**config.mk**
```make
export PLATFORM = sky130hd
export DESIGN_NAME = clk_gate_idle_ctrl
export DESIGN_NICKNAME = d
export VERILOG_FILES = /design/src/rtl/clk_gate_idle_ctrl.sv
export SDC_FILE = /design/constraint.sdc
export NUM_CORES = 1
export LEC_CHECK = 0
export BUFFER_PORTS_ARGS = -buffer_cell sky130_fd_sc_hd__clkbuf_2
export CAP_MARGIN = 20
export CORE_AREA = 2 2 43 45
export DETAILED_ROUTE_END_ITERATION = 8
export DIE_AREA = 0 0 45 47
export HOLD_SLACK_MARGIN = 0.12
export PLACE_DENSITY = 0.75
export SKIP_LAST_GASP = 1
export SLEW_MARGIN = 20
export SYNTH_ARGS = -nofsm -noshare
export SYNTH_HDL_FRONTEND = slang
export SYNTH_SLANG_ARGS = --single-unit
```
**constraint.sdc**
```tcl
create_clock -name forever_cpuclk -period 2.3 [get_ports forever_cpuclk]
set_input_delay 0.345 -clock forever_cpuclk [delete_from_list [all_inputs] [get_ports forever_cpuclk]]
set_output_delay 0.345 -clock forever_cpuclk [all_outputs]
set_load 0.03 [all_outputs]
```
**src/rtl/clk_gate_idle_ctrl.sv**
```systemverilog
// Idle-driven clock-gate controller: produces local_en for the unit's gated clock
// cell, gating after a programmable idle run and re-enabling with a fixed settle window.
module clk_gate_idle_ctrl #(
    parameter int unsigned CNT_W    = 5,
    parameter int unsigned WAKE_DLY = 2
) (
    input  logic             forever_cpuclk,
    input  logic             cpurst_b,
    input  logic             ctrl_busy,
    input  logic             ctrl_wake_req,
    input  logic             cfg_gate_en,
    input  logic [CNT_W-1:0] cfg_idle_thresh,
    output logic             local_en,
    output logic             ctrl_ready,
    output logic [1:0]       gate_state
);

    typedef enum logic [1:0] {
        ST_RUN   = 2'b00,
        ST_GATED = 2'b10,
        ST_WAKE  = 2'b11
    } state_t;

    localparam logic [3:0] WAKE_LAST = 4'(WAKE_DLY - 1);

    state_t           state;
    logic [CNT_W-1:0] idle_cnt;
    logic [3:0]       wake_cnt;

    logic             idle;
    logic             wake_evt;
    logic             thresh_hit;
    logic [CNT_W:0]   idle_cnt_inc;

    always_comb begin
        idle         = cfg_gate_en & ~ctrl_busy & ~ctrl_wake_req & (cfg_idle_thresh != '0);
        wake_evt     = ctrl_wake_req | ctrl_busy | ~cfg_gate_en;
        // One extra bit so the +1 compare cannot wrap when idle_cnt is saturated.
        idle_cnt_inc = {1'b0, idle_cnt} + {{CNT_W{1'b0}}, 1'b1};
        thresh_hit   = idle_cnt_inc >= {1'b0, cfg_idle_thresh};
    end

    always_ff @(posedge forever_cpuclk or negedge cpurst_b) begin
        if (!cpurst_b) begin
            state      <= ST_RUN;
            local_en   <= 1'b1;
            ctrl_ready <= 1'b1;
            idle_cnt   <= '0;
            wake_cnt   <= '0;
        end else begin
            case (state)
                ST_RUN: begin
                    wake_cnt <= '0;
                    if (!idle) begin
                        idle_cnt <= '0;
                    end else if (thresh_hit) begin
                        state      <= ST_GATED;
                        local_en   <= 1'b0;
                        ctrl_ready <= 1'b0;
                        idle_cnt   <= '0;
                    end else if (idle_cnt != '1) begin
                        idle_cnt <= idle_cnt + 1'b1;
                    end
                end
                ST_GATED: begin
                    idle_cnt <= '0;
                    if (wake_evt) begin
                        state    <= ST_WAKE;
                        local_en <= 1'b1;
                        wake_cnt <= '0;
                    end
                end
                ST_WAKE: begin
                    // Inputs are deliberately ignored here: no re-gating during settle.
                    idle_cnt <= '0;
                    if (wake_cnt == WAKE_LAST) begin
                        state      <= ST_RUN;
                        ctrl_ready <= 1'b1;
                        wake_cnt   <= '0;
                    end else begin
                        wake_cnt <= wake_cnt + 1'b1;
                    end
                end
                default: begin
                    state      <= ST_RUN;
                    local_en   <= 1'b1;
                    ctrl_ready <= 1'b1;
                    idle_cnt   <= '0;
                    wake_cnt   <= '0;
                end
            endcase
        end
    end

    assign gate_state = state;

endmodule

```
==> results of run 1 <==
==> repair_timing <==
| item | in CTS | in global routing |
|---|---|---|
| setup endpoints to repair | 0 | 0 |
| endpoints found under the hold margin | 11 | 0 |
| hold buffers | 1 | 0 |
==> metal layers <==
layer | vias to the layer above | part of all wire [%] | wire length (µm) | global-route usage [%]
met5 | - | 0 | 0 | 0
met3 | 2 | 3.1 | 46 | 3.46
li1 | 337 | - | - | -
met2 | 9 | 51 | 768 | 31.1
met1 | 299 | 45 | 674 | 20.8
met4 | 0 | 0.67 | 10 | 10.6
==> layout make-up <==
| cell class | count | area [µm²] |
|---|---|---|
| flip-flops and latches | 13 | 328 |
| fillers | 143 | 676 |
| repair buffers | 14 | 75.1 |
| inverters | 7 | 26.3 |
| multi-input cells | 64 | 499 |
| clock buffers | 4 | 26.3 |
| well taps | 17 | 21.3 |
==> state kept, by name, indices dropped and copies added (netlist names) <==
signal	flops
ctrl_ready	1
gate_state	2
idle_cnt	5
local_en	1
wake_cnt	4
==> placed cells by master (no fill, tap or decap), drive strengths merged, types with 2 or more instances in the layout <==
cell / n
nor2: 8
xnor2: 3
xor2: 3
o21a: 2
and3: 2
clkbuf: 17
nand3: 3
o311ai: 2
ha: 9
dfrtp: 11
nand2b: 3
inv: 7
nand2: 4
dfstp: 2
mux2i: 3
a21oi: 2
o21ai: 10
==> worst max-delay path, stage by stage, from the launching register on <==
cell and delay, ns:
dfrtp_1 0.44, ha_1 0.25, and3_1 0.19, ha_1 0.29
ha_1 0.27, o21ai_0 0.13, o21ai_1 0.16, o311ai_1 0.24
==> Yosys cell counts <==
library cell and instances:
and2b_1 1, buf_4 1, o21ai_0 9, o211ai_2 1, dfrtp_1 11, or2_2 1, nand2b_1 2, nand2_1 4
xnor2_1 3, a21oi_1 2, a2111oi_4 1, o21ai_1 1, or4_4 1, ha_1 9, inv_1 7, nor3b_1 1
o21a_1 2, and3_1 2, nand2b_4 1, o311ai_1 1, or3b_2 1, a22oi_1 1, xor2_1 3, o311ai_2 1
dfstp_2 2, a31oi_1 1, mux2i_1 3, nor2_1 8, o211a_1 1, nand3_1 3
==> cells by family (layout without fill, tap and decap cells) <==
| logic type | after synthesis | count (layout) | share of synthesized area, % |
|---|---|---|---|
| AOI/OAI and AO/OA | 21 | 21 | 19.0 |
| xor gates and xnor gates | 6 | 6 | 6.11 |
| adders and majority gates | 9 | 9 | 13.1 |
| buffers and inverters | 8 | 25 | 3.93 |
| DFF | 13 | 13 | 38.1 |
| muxes | 3 | 3 | 3.49 |
| and+or+nand+nor | 25 | 25 | 16.3 |
==> final timing paths <==
check,start,endpoint,cells past startpoint
setup / recovery,idle_cnt[0],ctrl_ready,7
hold / removal,ctrl_wake_req,gate_state[0],3
setup reg to reg,idle_cnt[0],ctrl_ready,7
hold reg to reg,ctrl_ready,ctrl_ready,2
max in group asynchronous,cpurst_b,local_en,2
min in group asynchronous,cpurst_b,gate_state[1],2
==> metrics by stage <==
step	worst slack (ns)	util, %	power, µW
6_report	0.247	59.1	453
4_1_cts	0.235	59.1	461
3_5_place_dp	0.255	56.9	313
2_1_floorplan	0.388	-	289
3_3_place_gp	0.311	56.9	311
5_1_grt	0.0750	59.1	478
==> power by group through the flow <==
| stage | Combinational, µW | Sequential, µW | Clock (µW) |
|---|---|---|---|
| 2_1_floorplan | 31.0 | 258 | 0 |
| 3_3_place_gp | 63.8 | 247 | 0 |
| 3_5_place_dp | 65.3 | 248 | 0 |
| 4_1_cts | 66.8 | 243 | 151 |
| 5_1_grt | 74.1 | 244 | 160 |
| 6_report | 65.7 | 243 | 144 |
==> flow_results.xml, run 1 <==
<?xml version="1.0" encoding="UTF-8"?>
<metrics>
  <group name="run_status">
    <metric name="outcome" unit="">finished, final reports clean</metric>
  </group>
  <group name="detailed_routing">
    <metric name="detailedRoute.firstPassIterationCount" unit="">1</metric>
    <metric name="wirelength" unit="mm">1.50</metric>
    <metric name="drtAntennaViolNets" unit="">0</metric>
    <metric name="num_vias" unit="">647</metric>
    <metric name="routed_vias_inst" unit="">5.44</metric>
    <metric name="drt_iter0_drc" unit="">0</metric>
    <metric name="avgRoutedWirePerCell" unit="µm">12.6</metric>
    <metric name="detail_route.drc_violations" unit="">0</metric>
  </group>
  <group name="clock_network">
    <metric name="h-tree-depth" unit="">1</metric>
    <metric name="clkSinkCount" unit="">13</metric>
    <metric name="post-cts-setup-buffers" unit="">0</metric>
    <metric name="post_cts_sizing_count" unit="">0</metric>
    <metric name="numCtsBuffers" unit="">3</metric>
    <metric name="cts_tree" unit="">built</metric>
    <metric name="cts-root-buf" unit="">clkbuf_4</metric>
    <metric name="clockBufferDepth" unit="">2</metric>
    <metric name="cts.clk_slew.worst_paths" unit="ns">0.09</metric>
    <metric name="clk-insertion-delay-late" unit="ns">0.27</metric>
  </group>
  <group name="die">
    <metric name="rows" unit="">15</metric>
    <metric name="fp.coreArea" unit="µm²">1650</metric>
    <metric name="floorplan.die_area" unit="µm²">2120</metric>
    <metric name="start_util" unit="%">52.1</metric>
    <metric name="num_io_pins" unit="">14</metric>
    <metric name="fp.dieH" unit="µm">47</metric>
    <metric name="fp.dieW" unit="µm">45</metric>
  </group>
  <group name="placement">
    <metric name="half_perimeter_wire_length_after_placement" unit="mm">1.23</metric>
    <metric name="postPlaceCellArea" unit="µm²">940</metric>
    <metric name="port_buffers" unit="">13</metric>
    <metric name="finalWeightedCongestion" unit="">0.832</metric>
    <metric name="placedCellCount" unit="">114</metric>
  </group>
  <group name="global_routing">
    <metric name="wire_length_of_the_first_global_routing_pass" unit="mm">2.64</metric>
    <metric name="globalRouteTotalUtil" unit="%">18.0</metric>
    <metric name="grt_antenna_before_repair" unit="">0</metric>
    <metric name="global_route.overflow_total" unit="">0</metric>
    <metric name="pin_count_of_the_biggest_net_entering_global_routing" unit="">14</metric>
    <metric name="grt_pass1_vias" unit="">623</metric>
  </group>
  <group name="setup_path">
    <metric name="cp_data_arrival_time" unit="ns">2.24</metric>
    <metric name="worst-path-max-fanout" unit="">5</metric>
    <metric name="critPathLaunchType" unit="">flop</metric>
    <metric name="regToRegSetupSlack" unit="ns">0.25</metric>
    <metric name="cp-end-kind" unit="">flop</metric>
    <metric name="critPathKind" unit="">reg2reg</metric>
    <metric name="worst-endpoint-required" unit="ns">2.49</metric>
  </group>
  <group name="power">
    <metric name="worst_ir_drop_vdd" unit="µV">204</metric>
    <metric name="switching_portion_of_total_power" unit="%">26.3</metric>
    <metric name="p_int" unit="µW">334</metric>
    <metric name="combinationalPowerShare" unit="%">14.5</metric>
    <metric name="p_clk_share" unit="%">31.9</metric>
    <metric name="power_frac_seq" unit="%">53.6</metric>
    <metric name="cellPowerDensity" unit="nW/µm²">464</metric>
    <metric name="net-switching-power" unit="µW">119</metric>
    <metric name="leakage" unit="µW">0.000492</metric>
  </group>
  <group name="timing">
    <metric name="worst_clk_skew" unit="ns">0.00431</metric>
    <metric name="timing_max_transition_violations_final" unit="">0</metric>
    <metric name="timing.setup.tns" unit="ns">0</metric>
    <metric name="rsz0062_at_grt" unit="">no</metric>
    <metric name="finalCritPeriodShare" unit="%">89.3</metric>
    <metric name="worst_pin_slew" unit="ns">0.503</metric>
    <metric name="timing.max_slew.rel_slack" unit="%">66.4</metric>
    <metric name="period_needed" unit="ns">2.05</metric>
    <metric name="setup_viol" unit="">0</metric>
    <metric name="fin_hold_ws" unit="ns">0.416</metric>
    <metric name="fmaxAchievable" unit="GHz">0.487</metric>
    <metric name="finalHoldViolCount" unit="">0</metric>
  </group>
  <group name="job">
    <metric name="timing.max_cap.violations" unit="">0</metric>
  </group>
  <group name="logic_synthesis">
    <metric name="syn_area" unit="µm²">861</metric>
    <metric name="cell_taking_the_most_area_after_synthesis" unit="">dfrtp_1</metric>
    <metric name="yosysWarnings" unit="">0</metric>
    <metric name="yosys.area.top_type_share" unit="%">32.0</metric>
    <metric name="synth-seq-cells" unit="">13</metric>
    <metric name="seq_area_frac_synth" unit="%">38.1</metric>
    <metric name="synth_area_leaders" unit="">dfrtp_1 (32%), ha_1 (13%), dfstp_2 (6.1%)</metric>
    <metric name="synth_nets" unit="">104</metric>
    <metric name="synthCells" unit="">85</metric>
    <metric name="syn_area_per_cell" unit="µm²">10.1</metric>
    <metric name="ys_types" unit="">30</metric>
  </group>
  <group name="layout">
    <metric name="num_antenna_cells" unit="">0</metric>
    <metric name="drive_gt1_share" unit="%">24.5</metric>
    <metric name="final_cells" unit="">119</metric>
    <metric name="fin_area" unit="µm²">976</metric>
    <metric name="area_growth_syn_to_layout" unit="%">13.4</metric>
    <metric name="final_net_count" unit="">122</metric>
  </group>
  <group name="worst_hold_path">
    <metric name="hp-class" unit="">in2reg</metric>
  </group>
</metrics>
Power figures use the tool's default switching activity.
==> run 2, diff against run 1 <==
- CORE_AREA: 2 2 43 45 -> 2 2 42 44
- DIE_AREA: 0 0 45 47 -> 0 0 44 46
- PLACE_DENSITY: 0.75 -> 0.78
- clock period: 2.3 -> 2.6 ns (I/O delays scaled with it)
==> run 2 against run 1 <==
Cell area unchanged. Sequential share of layout area unchanged. Via count up 2.5%. Worst hold slack better by 0.064 ns. Flip-flop and latch count unchanged. Clock-buffer cell count unchanged. Global-route usage rose by 1.6 points. Fmax fell by 3.5%.
==> flow_results.xml, run 2 (synthesized netlist as in run 1, its figures left out) <==
<?xml version="1.0" encoding="UTF-8"?>
<metrics>
  <group name="run_status">
    <metric name="outcome" unit="">finished, final reports clean</metric>
  </group>
  <group name="setup_path">
    <metric name="cp_data_arrival_time" unit="ns">2.31</metric>
    <metric name="critical-path-top-cell-by-count" unit="">ha_1</metric>
    <metric name="cp-end-kind" unit="">flop</metric>
    <metric name="worst-path-max-fanout" unit="">5</metric>
    <metric name="critPathLaunchType" unit="">flop</metric>
    <metric name="worst-endpoint-required" unit="ns">2.78</metric>
    <metric name="critical_path_buffers_and_inverters" unit="">0</metric>
    <metric name="cpLargestDelayFamily" unit="">adder cells</metric>
    <metric name="path_cells" unit="">ha_1 -&gt; and3_1 -&gt; ha_1 -&gt; ha_1 -&gt; a31oi_1 -&gt; o21ai_1 -&gt; o311ai_1</metric>
    <metric name="crit_path_top_delay_cell" unit="">dfrtp_1</metric>
    <metric name="critPathKind" unit="">reg2reg</metric>
    <metric name="crit_path_max_incr_delay" unit="ns">0.44</metric>
  </group>
  <group name="clock_network">
    <metric name="clkSinkCount" unit="">13</metric>
    <metric name="clockBufferDepth" unit="">2</metric>
    <metric name="cts-root-buf" unit="">clkbuf_4</metric>
    <metric name="post-cts-setup-buffers" unit="">0</metric>
    <metric name="cts.clk_slew.worst_paths" unit="ns">0.08</metric>
    <metric name="cts_tree" unit="">built</metric>
    <metric name="h-tree-depth" unit="">1</metric>
    <metric name="post_cts_sizing_count" unit="">0</metric>
    <metric name="clk-insertion-delay-late" unit="ns">0.27</metric>
    <metric name="numCtsBuffers" unit="">3</metric>
  </group>
  <group name="layout">
    <metric name="mostFrequentLayoutCells" unit="">clkbuf_2 (13), dfrtp_1 (11), o21ai_0 (9), ha_1 (9), nor2_1 (8)</metric>
    <metric name="utilization" unit="%">60.5</metric>
    <metric name="largest_reg_flops" unit="">5</metric>
    <metric name="final_common_cell" unit="">clkbuf_2</metric>
    <metric name="num_antenna_cells" unit="">0</metric>
    <metric name="drive_gt1_share" unit="%">24.5</metric>
    <metric name="final_net_count" unit="">122</metric>
    <metric name="largest_register" unit="">idle_cnt</metric>
    <metric name="number_of_fill_cells" unit="">146</metric>
    <metric name="final_cells" unit="">119</metric>
    <metric name="area_growth_syn_to_layout" unit="%">13.4</metric>
  </group>
  <group name="job">
    <metric name="timing.max_cap.violations" unit="">0</metric>
  </group>
  <group name="detailed_routing">
    <metric name="drt_iter0_drc" unit="">4</metric>
    <metric name="routed_vias_inst" unit="">5.57</metric>
    <metric name="avgRoutedWirePerCell" unit="µm">13.2</metric>
    <metric name="detailedRoute.firstPassIterationCount" unit="">2</metric>
    <metric name="drtAntennaViolNets" unit="">0</metric>
    <metric name="num_vias" unit="">663</metric>
    <metric name="detail_route.drc_violations" unit="">0</metric>
    <metric name="wirelength" unit="mm">1.57</metric>
  </group>
  <group name="global_routing">
    <metric name="wire_length_of_the_first_global_routing_pass" unit="mm">2.75</metric>
    <metric name="grt_antenna_before_repair" unit="">0</metric>
    <metric name="globalRouteTotalUtil" unit="%">19.6</metric>
    <metric name="pin_count_of_the_biggest_net_entering_global_routing" unit="">14</metric>
    <metric name="global_route.overflow_total" unit="">0</metric>
    <metric name="grt_pass1_vias" unit="">642</metric>
  </group>
  <group name="placement">
    <metric name="port_buffers" unit="">13</metric>
    <metric name="half_perimeter_wire_length_after_placement" unit="mm">1.28</metric>
    <metric name="finalWeightedCongestion" unit="">0.882</metric>
    <metric name="placedCellCount" unit="">114</metric>
  </group>
  <group name="timing">
    <metric name="setup_viol" unit="">0</metric>
    <metric name="rsz0062_at_grt" unit="">no</metric>
    <metric name="timing.max_slew.rel_slack" unit="%">66.5</metric>
    <metric name="finalHoldViolCount" unit="">0</metric>
    <metric name="fin_hold_ws" unit="ns">0.480</metric>
    <metric name="finalCritPeriodShare" unit="%">81.9</metric>
    <metric name="timing_max_transition_violations_final" unit="">0</metric>
    <metric name="worst_clk_skew" unit="ns">0.000907</metric>
    <metric name="timing.setup.tns" unit="ns">0</metric>
    <metric name="fmaxAchievable" unit="GHz">0.470</metric>
    <metric name="period_needed" unit="ns">2.13</metric>
    <metric name="worst_pin_slew" unit="ns">0.502</metric>
  </group>
  <group name="power">
    <metric name="leakage" unit="µW">0.000492</metric>
    <metric name="power.total" unit="µW">400</metric>
    <metric name="worst_ir_drop_vdd" unit="µV">194</metric>
    <metric name="cellPowerDensity" unit="nW/µm²">409</metric>
  </group>
  <group name="die">
    <metric name="fp.dieH" unit="µm">46</metric>
    <metric name="fp.coreArea" unit="µm²">1610</metric>
    <metric name="floorplan.die_area" unit="µm²">2020</metric>
    <metric name="start_util" unit="%">53.3</metric>
    <metric name="num_io_pins" unit="">14</metric>
    <metric name="rows" unit="">15</metric>
    <metric name="fp.dieW" unit="µm">44</metric>
  </group>
  <group name="worst_hold_path">
    <metric name="hp-class" unit="">in2reg</metric>
  </group>
</metrics>
[run 2: final cells by class]
cell class / count / area [µm²] / area share, %
well taps: 17 / 21.3 / 2.18
inverters: 7 / 26.3 / 2.69
flip-flops and latches: 13 / 328 / 33.6
clock buffers: 4 / 26.3 / 2.69
repair buffers: 14 / 75.1 / 7.69
multi-input cells: 64 / 499 / 51.2
[run 2: stage by stage]
stage | worst slack (ns) | area [µm²]
2_1_floorplan | 0.688 | 861
3_3_place_gp | 0.585 | 940
3_5_place_dp | 0.497 | 940
4_1_cts | 0.464 | 976
5_1_grt | 0.246 | 976
6_report | 0.471 | 976
[run 2: tightest hold or removal path, stage by stage]
cell and delay, ns:
clkbuf_2 0.09, nor3b_1 0.07, o21ai_0 0.17
[run 2: worst paths after layout]
| kind | slack, ns | cells after the start | from | end |
|---|---|---|---|---|
| min in group asynchronous | 0.54 | 2 | cpurst_b | gate_state[1] |
| worst min register to register | 0.52 | 2 | ctrl_ready | ctrl_ready |
| worst min-delay path | 0.48 | 3 | ctrl_busy | gate_state[0] |
| max in group asynchronous | 1.77 | 2 | cpurst_b | local_en |
| worst max-delay path | 0.47 | 7 | idle_cnt[0] | ctrl_ready |
| worst max register to register | 0.47 | 7 | idle_cnt[0] | ctrl_ready |
[run 2: power breakdown]
group / switching [µW] / internal [µW] / total (µW)
Clock: 66.6 / 59.4 / 126
Combinational: 33.4 / 25.3 / 58.7
Sequential: 4.25 / 211 / 215
Total: 104 / 295 / 400
[run 2: repair_timing]
item	in CTS	in global routing
hold endpoints to repair	11	0
hold buffers	1	0
endpoints found under the setup margin	0	0
[run 2: metal layers]
metal | vias to the layer above | track usage, % | part of all wire, %
li1 | 334 | - | -
met1 | 316 | 21.0 | 43
met2 | 11 | 36.2 | 53
met3 | 2 | 4.76 | 3.6
met4 | 0 | 9.09 | 0.64
met5 | - | 0 | 0
==> run 3, diff against run 2 <==
- ABC_AREA: unset -> 1
- CORE_AREA: 2 2 42 44 -> 2 2 45 47
- DIE_AREA: 0 0 44 46 -> 0 0 47 49
- PLACE_DENSITY: 0.78 -> 0.75
- clock period: 2.6 -> 2.2 ns (I/O delays scaled with it)
==> run 3 against run 2 <==
Total power is 28% higher. Clock-buffer cell count did not move. Clock power rose by 21%. Critical path depth rose by 3. Clock skew rose by 0.0079 ns. Fmax up 14%. Wire length rose by 6.2%.
==> flow_results.xml, run 3 <==
<?xml version="1.0" encoding="UTF-8"?>
<metrics>
  <group name="timing">
    <metric name="setup_viol" unit="">0</metric>
    <metric name="rsz0062_at_grt" unit="">no</metric>
    <metric name="period_needed" unit="ns">1.86</metric>
    <metric name="finalHoldViolCount" unit="">0</metric>
    <metric name="fmaxAchievable" unit="GHz">0.537</metric>
    <metric name="worst_slack" unit="ns">0.337</metric>
    <metric name="timing_max_transition_violations_final" unit="">0</metric>
    <metric name="timing.setup.tns" unit="ns">0</metric>
    <metric name="finalCritPeriodShare" unit="%">84.7</metric>
    <metric name="worst_clk_skew" unit="ns">0.00876</metric>
    <metric name="timing.max_slew.rel_slack" unit="%">78.6</metric>
    <metric name="worst_pin_slew" unit="ns">0.321</metric>
  </group>
  <group name="layout">
    <metric name="area_growth_syn_to_layout" unit="%">14.0</metric>
    <metric name="final_net_count" unit="">146</metric>
    <metric name="largest_reg_flops" unit="">5</metric>
    <metric name="num_antenna_cells" unit="">0</metric>
    <metric name="utilization" unit="%">59.8</metric>
    <metric name="largest_register" unit="">idle_cnt</metric>
    <metric name="final_common_cell" unit="">nand2_1</metric>
    <metric name="drive_gt1_share" unit="%">34.9</metric>
    <metric name="mostFrequentLayoutCells" unit="">nand2_1 (18), inv_1 (17), clkbuf_2 (13)</metric>
    <metric name="final_cells" unit="">153</metric>
    <metric name="number_of_fill_cells" unit="">192</metric>
  </group>
  <group name="global_routing">
    <metric name="top_usage_layer" unit="">met2</metric>
    <metric name="grt_pass1_vias" unit="">770</metric>
    <metric name="met1_usage" unit="%">20.8</metric>
    <metric name="global_route.overflow_total" unit="">0</metric>
    <metric name="wire_length_of_the_first_global_routing_pass" unit="mm">3.04</metric>
    <metric name="pin_count_of_the_biggest_net_entering_global_routing" unit="">14</metric>
    <metric name="grt_use_met2" unit="%">32.0</metric>
    <metric name="globalRouteTotalUtil" unit="%">18.0</metric>
    <metric name="grt_antenna_before_repair" unit="">0</metric>
    <metric name="met3_usage" unit="%">3.33</metric>
  </group>
  <group name="clock_network">
    <metric name="cts-root-buf" unit="">clkbuf_4</metric>
    <metric name="post_cts_sizing_count" unit="">0</metric>
    <metric name="ctsHoldBuffers" unit="">1</metric>
    <metric name="cts.clk_slew.worst_paths" unit="ns">0.09</metric>
    <metric name="cts_tree" unit="">built</metric>
    <metric name="post-cts-setup-buffers" unit="">0</metric>
    <metric name="numCtsBuffers" unit="">3</metric>
    <metric name="clockBufferDepth" unit="">2</metric>
    <metric name="clkSinkCount" unit="">13</metric>
    <metric name="clk-insertion-delay-late" unit="ns">0.28</metric>
    <metric name="h-tree-depth" unit="">1</metric>
  </group>
  <group name="power">
    <metric name="cellPowerDensity" unit="nW/µm²">464</metric>
    <metric name="leakage" unit="µW">0.000551</metric>
    <metric name="power.total" unit="µW">511</metric>
    <metric name="worst_ir_drop_vdd" unit="µV">220</metric>
  </group>
  <group name="logic_synthesis">
    <metric name="synthCells" unit="">108</metric>
    <metric name="cell_taking_the_most_area_after_synthesis" unit="">dfrtp_1</metric>
    <metric name="syn_area_per_cell" unit="µm²">8.94</metric>
    <metric name="yosys.cell_count.top_type" unit="">nand2_1</metric>
    <metric name="asyncSetResetFlopFracSynth" unit="%">100</metric>
    <metric name="synth-seq-cells" unit="">13</metric>
    <metric name="synth_nets" unit="">127</metric>
    <metric name="number_of_enable_flip_flop_cells_after_synthesis" unit="">0</metric>
    <metric name="synth-main-ff-cell" unit="">dfrtp_1</metric>
    <metric name="synth_area_leaders" unit="">dfrtp_1 (28%), ha_1 (12%), nand2_1 (7.0%)</metric>
    <metric name="syn_area" unit="µm²">966</metric>
    <metric name="yosysWarnings" unit="">0</metric>
    <metric name="ys_types" unit="">26</metric>
    <metric name="seq_area_frac_synth" unit="%">33.9</metric>
    <metric name="yosys.area.top_type_share" unit="%">28.5</metric>
    <metric name="yosys-top-cells-count" unit="">nand2_1 (18), inv_1 (17), dfrtp_1 (11), ha_1 (9)</metric>
  </group>
  <group name="die">
    <metric name="fp.dieW" unit="µm">47</metric>
    <metric name="fp.dieH" unit="µm">49</metric>
    <metric name="floorplan.die_area" unit="µm²">2300</metric>
    <metric name="fp.coreArea" unit="µm²">1840</metric>
    <metric name="rows" unit="">16</metric>
    <metric name="num_io_pins" unit="">14</metric>
    <metric name="start_util" unit="%">52.4</metric>
  </group>
  <group name="detailed_routing">
    <metric name="wirelength" unit="mm">1.67</metric>
    <metric name="drt_iter0_drc" unit="">15</metric>
    <metric name="num_vias" unit="">749</metric>
    <metric name="detailedRoute.firstPassIterationCount" unit="">5</metric>
    <metric name="routed_vias_inst" unit="">4.90</metric>
    <metric name="avgRoutedWirePerCell" unit="µm">10.9</metric>
    <metric name="detail_route.drc_violations" unit="">0</metric>
    <metric name="drtAntennaViolNets" unit="">0</metric>
  </group>
  <group name="setup_path">
    <metric name="path_cells" unit="">ha_1 -&gt; nand2_1 -&gt; nor2_1 -&gt; ha_1 -&gt; ha_1 -&gt; nand2_4 -&gt; nand2_4 -&gt; nand2_2 -&gt; nand3_1 -&gt; inv_1</metric>
    <metric name="worst-path-max-fanout" unit="">7</metric>
    <metric name="critPathKind" unit="">reg2reg</metric>
    <metric name="cp_data_arrival_time" unit="ns">2.05</metric>
    <metric name="critical-path-top-cell-by-count" unit="">ha_1</metric>
    <metric name="crit_path_top_delay_cell" unit="">dfrtp_1</metric>
    <metric name="critPathLaunchType" unit="">flop</metric>
    <metric name="cp-end-kind" unit="">flop</metric>
    <metric name="worst-endpoint-required" unit="ns">2.38</metric>
    <metric name="crit_path_max_incr_delay" unit="ns">0.43</metric>
  </group>
  <group name="worst_hold_path">
    <metric name="hp-class" unit="">in2reg</metric>
  </group>
  <group name="run_status">
    <metric name="outcome" unit="">finished, final reports clean</metric>
  </group>
  <group name="placement">
    <metric name="port_buffers" unit="">13</metric>
    <metric name="half_perimeter_wire_length_after_placement" unit="mm">1.38</metric>
    <metric name="placedCellCount" unit="">148</metric>
    <metric name="detailedPlace.worstSlack" unit="ns">0.352</metric>
    <metric name="finalWeightedCongestion" unit="">0.792</metric>
  </group>
  <group name="job">
    <metric name="timing.max_cap.violations" unit="">0</metric>
  </group>
</metrics>
[run 3: changes by cell type in the layout (fill, tap and decap cells not counted), sizes merged, moves of 3 or more]
cell / previous run / this run
inv: 7 / 20
nand3: 3 / 7
xnor2: 3 / 0
o21ai: 10 / 7
nand2: 4 / 25
nand2b: 3 / 0
nand4: 0 / 6
[run 3: logic make-up (layout without fill, tap and decap cells)]
| group | Yosys count | in the layout | share of synthesized area, % |
|---|---|---|---|
| simple gates | 48 | 48 | 29.8 |
| buf+inv | 20 | 38 | 7.77 |
| compound gates | 14 | 14 | 13.1 |
| flops | 13 | 13 | 33.9 |
| fa+ha+maj | 9 | 9 | 11.7 |
| xor+xnor | 3 | 3 | 2.72 |
| mux | 1 | 1 | 1.04 |
[run 3: per-stage QoR]
step / hold slack [ns] / area, µm²
after floorplan: 0.0344 / 966
after global placement: 0.234 / 1060
after detailed placement: 0.241 / 1060
after CTS: 0.432 / 1100
after global routing: 0.444 / 1100
final: 0.432 / 1100
[run 3: worst paths after layout]
kind / startpoint / end / slack (ns) / depth (start not counted)
setup / recovery: idle_cnt[0] / gate_state[0] / 0.34 / 10
hold / removal: cfg_gate_en / wake_cnt[3] / 0.43 / 5
setup reg to reg: idle_cnt[0] / gate_state[0] / 0.34 / 10
hold reg to reg: local_en / local_en / 0.46 / 2
max in group asynchronous: cpurst_b / ctrl_ready / 1.44 / 2
min in group asynchronous: cpurst_b / gate_state[0] / 0.47 / 2
[run 3: per-layer routing]
metal | wire (µm) | part of all wire, % | vias up
met3 | 40 | 2.4 | 4
met5 | 0 | 0 | -
met4 | 16 | 0.96 | 0
met2 | 887 | 53 | 10
li1 | - | - | 393
met1 | 723 | 43 | 342
[run 3: final cells by class]
type | instances | area (µm²) | area share (%)
Sequential cell | 13 | 328 | 29.8
Tap cell | 27 | 33.8 | 3.07
Inverter | 20 | 75.1 | 6.82
Multi-Input combinational cell | 75 | 563 | 51.1
Clock buffer | 4 | 26.3 | 2.39
Timing Repair Buffer | 14 | 75.1 | 6.82
[run 3: critical path, delay by kind of cell, from the launching register on]
kind                     cells  cell delay, ns
adder cells (fa/ha/maj)      3            0.85
buffers and inverters        1            0.05
flip-flops                   1            0.43
AND/OR/NAND/NOR              6            0.43
[run 3: power by group]
group | leakage, µW | switching (µW) | internal (µW)
clock network | 0.0000150 | 83.0 | 70.3
registers | 0.000174 | 7.84 | 257
logic | 0.000362 | 61.6 | 31.2
